## src/rtl/vid_rd_sched.sv

```systemverilog
// ============================================================================
// Module   : vid_rd_sched
// Purpose  : Frame-buffer burst read scheduler (SDRAM clock domain), one burst
//            outstanding, throttled by video FIFO level and serial write path.
// Revision : 1.0
// ============================================================================
`default_nettype none

module vid_rd_sched #(
  parameter int          ADDR_W      = 25,
  parameter int          BURST_LEN   = 8,
  parameter int          FRAME_WORDS = 240000,
  parameter int          BASE_ADDR   = 0,
  parameter logic [1:0]  HI_LEVEL    = 2'b11
) (
  input  logic              clk,
  input  logic              reset_n,
  input  logic              i_init_done,
  input  logic              i_vsync_async,
  input  logic [1:0]        i_fifo_level,
  input  logic              i_wr_req,
  output logic              o_rd_req,
  output logic [ADDR_W-1:0] o_rd_addr,
  output logic [8:0]        o_rd_len,
  input  logic              i_rd_ack,
  input  logic              i_rd_valid,
  input  logic              i_last_rd,
  output logic              o_frame_active,
  output logic              o_underrun,
  output logic              o_short_burst
);

  localparam logic [ADDR_W-1:0] c_BASE      = ADDR_W'(BASE_ADDR);
  localparam logic [ADDR_W-1:0] c_FRAME_END = ADDR_W'(FRAME_WORDS);
  localparam logic [ADDR_W-1:0] c_STEP      = ADDR_W'(BURST_LEN);
  localparam logic [8:0]        c_BLEN      = 9'(BURST_LEN);

  typedef enum logic [2:0] {
    S_IDLE = 3'd0,
    S_WAIT = 3'd1,
    S_REQ  = 3'd2,
    S_DATA = 3'd3,
    S_DONE = 3'd4
  } state_t;

  state_t             r_state, w_state_nxt;
  logic [ADDR_W-1:0]  r_ptr, w_ptr_nxt;
  logic [ADDR_W-1:0]  r_rd_addr;
  logic [8:0]         r_beats, w_beats_nxt;
  logic               r_rd_req, w_req_nxt;
  logic               r_frame_active, w_fa_nxt;
  logic               r_underrun, w_und_nxt;
  logic               r_short_burst, w_short_nxt;
  logic               r_restart, w_restart_nxt;
  logic               r_vs_meta, r_vs_sync, r_vs_prev;

  logic               w_fs_pulse;
  logic [8:0]         w_beats_inc;
  logic [ADDR_W-1:0]  w_ptr_inc;
  logic               w_burst_end;

  assign w_fs_pulse  = r_vs_sync & ~r_vs_prev;
  assign w_beats_inc = r_beats + 9'd1;
  assign w_ptr_inc   = r_ptr + c_STEP;

  always_ff @(posedge clk or negedge reset_n) begin
    if (!reset_n) begin
      r_vs_meta <= 1'b0;
      r_vs_sync <= 1'b0;
      r_vs_prev <= 1'b0;
    end else begin
      r_vs_meta <= i_vsync_async;
      r_vs_sync <= r_vs_meta;
      r_vs_prev <= r_vs_sync;
    end
  end

  always_comb begin
    w_state_nxt   = r_state;
    w_ptr_nxt     = r_ptr;
    w_beats_nxt   = r_beats;
    w_req_nxt     = r_rd_req;
    w_fa_nxt      = r_frame_active;
    w_und_nxt     = r_underrun;
    w_short_nxt   = r_short_burst;
    w_restart_nxt = r_restart;
    w_burst_end   = 1'b0;

    case (r_state)
      S_IDLE: begin
        if (i_init_done && w_fs_pulse) begin
          w_ptr_nxt   = '0;
          w_fa_nxt    = 1'b1;
          w_state_nxt = S_WAIT;
        end
      end

      S_WAIT: begin
        if (w_fs_pulse) begin
          w_und_nxt = 1'b1;
          w_ptr_nxt = '0;
        end else if (!i_init_done) begin
          w_fa_nxt    = 1'b0;
          w_state_nxt = S_IDLE;
        end else if ((i_fifo_level < HI_LEVEL) && !i_wr_req) begin
          w_req_nxt   = 1'b1;
          w_state_nxt = S_REQ;
        end
      end

      // Once raised, the request stays up until acknowledged.
      S_REQ: begin
        if (w_fs_pulse) begin
          w_restart_nxt = 1'b1;
          w_und_nxt     = 1'b1;
        end
        if (i_rd_ack) begin
          w_req_nxt   = 1'b0;
          w_beats_nxt = '0;
          w_state_nxt = S_DATA;
        end
      end

      S_DATA: begin
        if (w_fs_pulse) begin
          w_restart_nxt = 1'b1;
          w_und_nxt     = 1'b1;
        end
        if (i_rd_valid) begin
          w_beats_nxt = w_beats_inc;
          if ((w_beats_inc == c_BLEN) || i_last_rd) w_burst_end = 1'b1;
          if (i_last_rd && (w_beats_inc < c_BLEN)) w_short_nxt = 1'b1;
        end
        if (w_burst_end) begin
          w_restart_nxt = 1'b0;
          if (!i_init_done) begin
            w_ptr_nxt   = '0;
            w_fa_nxt    = 1'b0;
            w_state_nxt = S_IDLE;
          end else if (r_restart || w_fs_pulse) begin
            w_ptr_nxt   = '0;
            w_state_nxt = S_WAIT;
          end else if (w_ptr_inc == c_FRAME_END) begin
            w_ptr_nxt   = w_ptr_inc;
            w_fa_nxt    = 1'b0;
            w_state_nxt = S_DONE;
          end else begin
            w_ptr_nxt   = w_ptr_inc;
            w_state_nxt = S_WAIT;
          end
        end
      end

      S_DONE: begin
        if (!i_init_done) begin
          w_state_nxt = S_IDLE;
        end else if (w_fs_pulse) begin
          w_ptr_nxt   = '0;
          w_fa_nxt    = 1'b1;
          w_state_nxt = S_WAIT;
        end
      end

      default: begin
        w_req_nxt   = 1'b0;
        w_fa_nxt    = 1'b0;
        w_state_nxt = S_IDLE;
      end
    endcase
  end

  always_ff @(posedge clk or negedge reset_n) begin
    if (!reset_n) begin
      r_state        <= S_IDLE;
      r_ptr          <= '0;
      r_rd_addr      <= c_BASE;
      r_beats        <= '0;
      r_rd_req       <= 1'b0;
      r_frame_active <= 1'b0;
      r_underrun     <= 1'b0;
      r_short_burst  <= 1'b0;
      r_restart      <= 1'b0;
    end else begin
      r_state        <= w_state_nxt;
      r_ptr          <= w_ptr_nxt;
      r_rd_addr      <= c_BASE + w_ptr_nxt;
      r_beats        <= w_beats_nxt;
      r_rd_req       <= w_req_nxt;
      r_frame_active <= w_fa_nxt;
      r_underrun     <= w_und_nxt;
      r_short_burst  <= w_short_nxt;
      r_restart      <= w_restart_nxt;
    end
  end

  assign o_rd_req       = r_rd_req;
  assign o_rd_addr      = r_rd_addr;
  assign o_rd_len       = c_BLEN;
  assign o_frame_active = r_frame_active;
  assign o_underrun     = r_underrun;
  assign o_short_burst  = r_short_burst;

endmodule

`default_nettype wire

```

## config.mk

```make
export PLATFORM = sky130hd
export DESIGN_NAME = vid_rd_sched
export DESIGN_NICKNAME = d
export VERILOG_FILES = /design/src/rtl/vid_rd_sched.sv
export SDC_FILE = /design/constraint.sdc
export NUM_CORES = 1
export LEC_CHECK = 0
export CAP_MARGIN = 20
export CORE_ASPECT_RATIO = 0.75
export CORE_MARGIN = 2
export CORE_UTILIZATION = 40
export DETAILED_ROUTE_END_ITERATION = 12
export GPL_TIMING_DRIVEN = 0
export PLACE_DENSITY = 0.64
export SLEW_MARGIN = 15
export SYNTH_ARGS = -nofsm -noshare
export SYNTH_HDL_FRONTEND = slang
export SYNTH_SLANG_ARGS = --single-unit
```

## constraint.sdc

```tcl
create_clock -name clk -period 6.11 [get_ports clk]
set_clock_uncertainty 0.15 [all_clocks]
set_input_delay 0.611 -clock clk [delete_from_list [all_inputs] [get_ports clk]]
set_output_delay 0.611 -clock clk [all_outputs]
set_load 0.03 [all_outputs]
```

# ---- After elaboration in Yosys (flattened, before gate mapping)
# Cells that the tools add are included.
dict set report classes {
  mux 43
  n_lt_le_gt_ge 2
  n_eq_ne 20
  addsub 2
  reduce_logical 18
  n_bitwise 4
}
# operator n
set ops {}
lappend ops {{2-to-1 mux 25 bit} 6}
lappend ops {{case mux 25 bit (4 select lines)} 1}
lappend ops {{2-to-1 mux 3 bit} 11}
lappend ops {{adder 25 x 4 -> 25 bit, second input constant} 1}
lappend ops {{== test 25 x 18 -> 1 bit, second input constant} 1}
lappend ops {{!= test 2 bit, second input constant} 10}
lappend ops {{2-to-1 mux 1 bit} 18}
lappend ops {{2-to-1 mux 9 bit} 2}
lappend ops {{case mux 9 bit (2 select lines)} 1}
lappend ops {{case mux 3 bit (5 select lines)} 1}
lappend ops {{!= test 3 bit, second input constant} 4}
lappend ops {{adder 9 x 1 -> 9 bit, second input constant} 1}
lappend ops {{== test 9 x 4 -> 1 bit, second input constant} 1}
lappend ops {{less-than comparator 9 x 4 -> 1 bit, second input constant} 1}
lappend ops {{AND reduction 9 bit} 1}
lappend ops {{== test 3 x 2 -> 1 bit, second input constant} 2}
lappend ops {{AND reduction 3 bit} 2}
lappend ops {{AND reduction 6 bit} 1}
lappend ops {{OR reduction 3 bit} 2}
lappend ops {{case mux 1 bit (5 select lines)} 1}
lappend ops {{AND reduction 5 bit} 1}
lappend ops {{AND reduction 4 bit} 1}
lappend ops {{nonzero test 4 bit} 1}
lappend ops {{== test 3 x 1 -> 1 bit, second input constant} 1}
lappend ops {{12 further kinds} 17}
dict set report totals {
  output_inout_bits 38
  register_bits 45
  wordCells 100
  inputBits 10
}

# ---- Longest topological paths before layout
dict set report logic_depth {
  depth_word 8
  mapped_depth 11
  depth_no_buf 7
}

# ---- Worst setup path before layout
# No wires, ideal clock.
dict set report synth_timing {
  path_type {reg-to-reg}
  from {register o_rd_addr[3] (netlist name)}
  to {register r_frame_active (netlist: o_frame_active)}
  required_ps 5825
  t_arrival_ps 2493
  setup_ps 135
  synth_period_minus_slack_ps 2778
  path_stages_with_launch 9
  n_path_buf 1
  slack_ps 3332
  path_cell_list {dfrtp_1 ha_1 clkbuf_1 nand3_1 nor4_1 a31o_2 nand3_1 o41ai_1 nand3_1}
}
# element line_no
set synth_lines {}
lappend synth_lines {{end signal: assignment} 189} ;# r_frame_active <= w_fa_nxt;
lappend synth_lines {{end: declaration} 51} ;# logic r_frame_active, w_fa_nxt;

==> impl_metrics.csv <==
group,metric,value,unit
power_and_ir_drop,total_power,0.959,mW
floorplanning,ios,48,
logic_synthesis,synth.top_cells.by_area,"dfrtp_1, o31ai_1, o21ai_0",
finish,layoutNonFillerInstCount,497,
logic_synthesis,postSynthAreaPerCell,8.33,µm²
route,wire_per_inst,15.5,µm
power_and_ir_drop,ir_worst_vdd,0.169,mV
worst_setup_path,worstRegToRegCells,8,
finish,final_area,0.00354,mm²
finish,final_util,0.513,
finish,fin_nets,411,
clocking,cts_buffer_depth,2,
logic_synthesis,ys.flop_type,"dfrtp_1",
job,drv_cap,0,
finish,drive_gt1_frac,0.0827,
clocking,cts_sinks,42,
floorplanning,core-area,0.00690,mm²
worst_setup_path,crit_top_cell,"nand3_1",
logic_synthesis,synth_top_area_cell,"dfrtp_1",
finish,multi_input_area,0.00162,mm²
global_routing,grt_pass1_wl,13000,µm
route,drc,0,
outcome,outcome,"complete, no violations",
worst_setup_path,worst_setup_path_end_kind,"flip-flop",
worst_setup_path,r2r_end,"o_frame_active",
global_routing,grt_max_degree,28,
global_routing,first_global_vias,2495,
clocking,cts_tree,"built",
logic_synthesis,ys_ff_latch,42,
placed_design,port_buffers,35,
power_and_ir_drop,p_leak,1.42,nW
worst_setup_path,crit_chain,"ha_1 -> clkbuf_1 -> nand3_1 -> nor4_1 -> a31o_2 -> nand3_1 -> o41ai_1 -> nand3_1",
worst_setup_path,crit_type,"reg -> reg",
placed_design,placed_area,0.00340,mm²
placed_design,place_congestion,0.888,
floorplanning,start_util,0.417,
sta,drv_slew,0,
worst_setup_path,path_buf_inv,1,
sta,max-slew-margin-rel,0.244,
worst_setup_path,slowest_stage,"nor4_1",
worst_setup_path,rr_startpoint,"o_rd_addr[3]",
worst_setup_path,crit_arrival,3.29,ns
sta,fin_crit,3.27,ns
clocking,hold_buffers,0,
finish,layout_common_cells,"dfrtp_1, clkdlybuf4s50_1, o21ai_0, nand2_1, o31ai_1",
finish,synthToLayoutAreaGrowth,23.1,%
sta,hold_violations,0,
logic_synthesis,async_flop_share,1.00,
logic_synthesis,synthesis.area,0.00287,mm²
route,wirelength,7680,µm
worst_setup_path,startpoint_type,"flip-flop",
clocking,cts-root-buf,"clkbuf_8",
clocking,post_cts_buffers,0,
global_routing,grt_usage,0.205,
route,drt-initial-drc-count,237,
sta,worst_pin_slew,1.13,ns
route,antenna_left,0,
floorplanning,fp-row-count,26,
sta,hold_slack,0.0721,ns
route,first_pass_iters,5,
clocking,clk_pin_slew,0.09,ns
global_routing,grt-ovfl-total,0,
clocking,worstSkewPairLatency,0.30,ns
clocking,cts-buffers-inserted,5,
logic_synthesis,yosysTopAreaCellShare,0.366,
logic_synthesis,synth_seq_area_share,0.366,
worst_setup_path,worst-path-max-fanout,8,
finish,antenna_cells,0,
sta,finalWorstSetupSlack,2.84,ns
placed_design,pre_cts_slack,2.96,ns
route,via_count,2826,
finish,seq_area,0.00105,mm²
sta,setup_viol_count_final,0,
worst_setup_path,r2r_slack,2.84,ns
global_routing,antenna_found_initial,0,
sta,grt_setup_unrepaired,"no",
worst_setup_path,slowest_delay,0.82,ns
clocking,cts-htree-levels,2,
logic_synthesis,ys_types,47,
floorplanning,die_h,77.4,µm
floorplanning,dieArea,0.00789,mm²
clocking,ctsResizeCount,0,
worst_hold_path,hold_class,"in -> async",
worst_setup_path,worstPathRequired,6.13,ns
finish,fill_cells,719,
logic_synthesis,synth-edff-count,0,
sta,tns,0,ns
finish,layout_commonest_cell,"dfrtp_1",
floorplanning,die-width,102,µm
placed_design,hpwlAfterDp,5700,µm
sta,finalCritPeriodShare,0.536,
worst_setup_path,cp_top_family,"simple AND/OR/NAND/NOR gates",
route,viasPerCell,5.69,
logic_synthesis,yosysWarnings,0,
power_and_ir_drop,power_density,271,mW/mm²
placed_design,dp_cells,489,
sta,fmax,0.305,GHz
logic_synthesis,synthCells,345,
final cells by class:
| type | instances | share of cell area |
|---|---|---|
| Sequential cell | 42 | 0.297 |
| Buffer | 36 | 0.0577 |
| Clock buffer | 5 | 0.0195 |
| Multi-Input combinational cell | 268 | 0.459 |
| Timing Repair Buffer | 36 | 0.103 |
| Tap cell | 98 | 0.0347 |
| Clock inverter | 3 | 0.0195 |
| Inverter | 9 | 0.00955 |
cells in the mapped netlist, types with 3 or more instances:
| master | number |
|---|---|
| nand2_1 | 29 |
| dfrtp_1 | 42 |
| o22ai_1 | 6 |
| buf_4 | 12 |
| a31oi_1 | 4 |
| a22o_1 | 5 |
| ha_1 | 3 |
| or2_2 | 3 |
| buf_6 | 3 |
| nor2b_1 | 6 |
| xnor2_1 | 7 |
| nor3_1 | 7 |
| nand4_1 | 14 |
| inv_1 | 9 |
| nand2b_1 | 7 |
| xor2_1 | 4 |
| o21ai_0 | 29 |
| o31ai_1 | 21 |
| nand3_1 | 16 |
| o41ai_1 | 10 |
| a21oi_1 | 10 |
| and3_1 | 6 |
| nor2_1 | 20 |
| or3_1 | 10 |
| and2_1 | 3 |
| nor4_1 | 7 |
| clkbuf_1 | 19 |
| mux2i_1 | 4 |
cells by family after synthesis:
logic type               synth area share
multiplexers                       0.0178
XOR/XNOR                           0.0335
adder cells (fa/ha/maj)            0.0131
buffers and inverters              0.0827
other                             0.00261
flip-flops                          0.366
AND/OR/NAND/NOR                     0.247
AO/OA/AOI/OAI                       0.237
report_power, final:
part,switching [mW],internal [mW]
logic,0.231,0.124
registers,0.0276,0.305
clock network,0.108,0.164
layer usage:
layer  wire [µm]  vias up  track usage
li1            -     1379            -
met1        3940     1340        0.338
met2        3150      103        0.272
met3         554        4       0.0405
met4          43        0       0.0373
met5           0        -            0
flip-flops by register name, summed over array words and instances, names as in the netlist:
| signal | flops |
|---|---|
| r_state | 3 |
| r_vs_meta | 1 |
| o_frame_active | 1 |
| o_short_burst | 1 |
| r_beats | 9 |
| o_rd_req | 1 |
| r_restart | 1 |
| r_vs_prev | 1 |
| o_underrun | 1 |
| o_rd_addr | 22 |
| r_vs_sync | 1 |
worst max-delay path by stage:
stage | startpoint | endpoint | slack, ns | cells after the start
global placement | o_rd_addr[3] | o_frame_active | 2.90 | 8
floorplan | o_rd_addr[3] | o_frame_active | 3.33 | 8
finish | o_rd_addr[3] | o_frame_active | 2.84 | 8
CTS | o_rd_addr[3] | o_frame_active | 2.92 | 8
detailed placement | o_rd_addr[3] | o_frame_active | 2.96 | 8
global route | o_rd_addr[3] | o_frame_active | 2.57 | 8
Note: power is estimated with default switching activity, not from simulation.
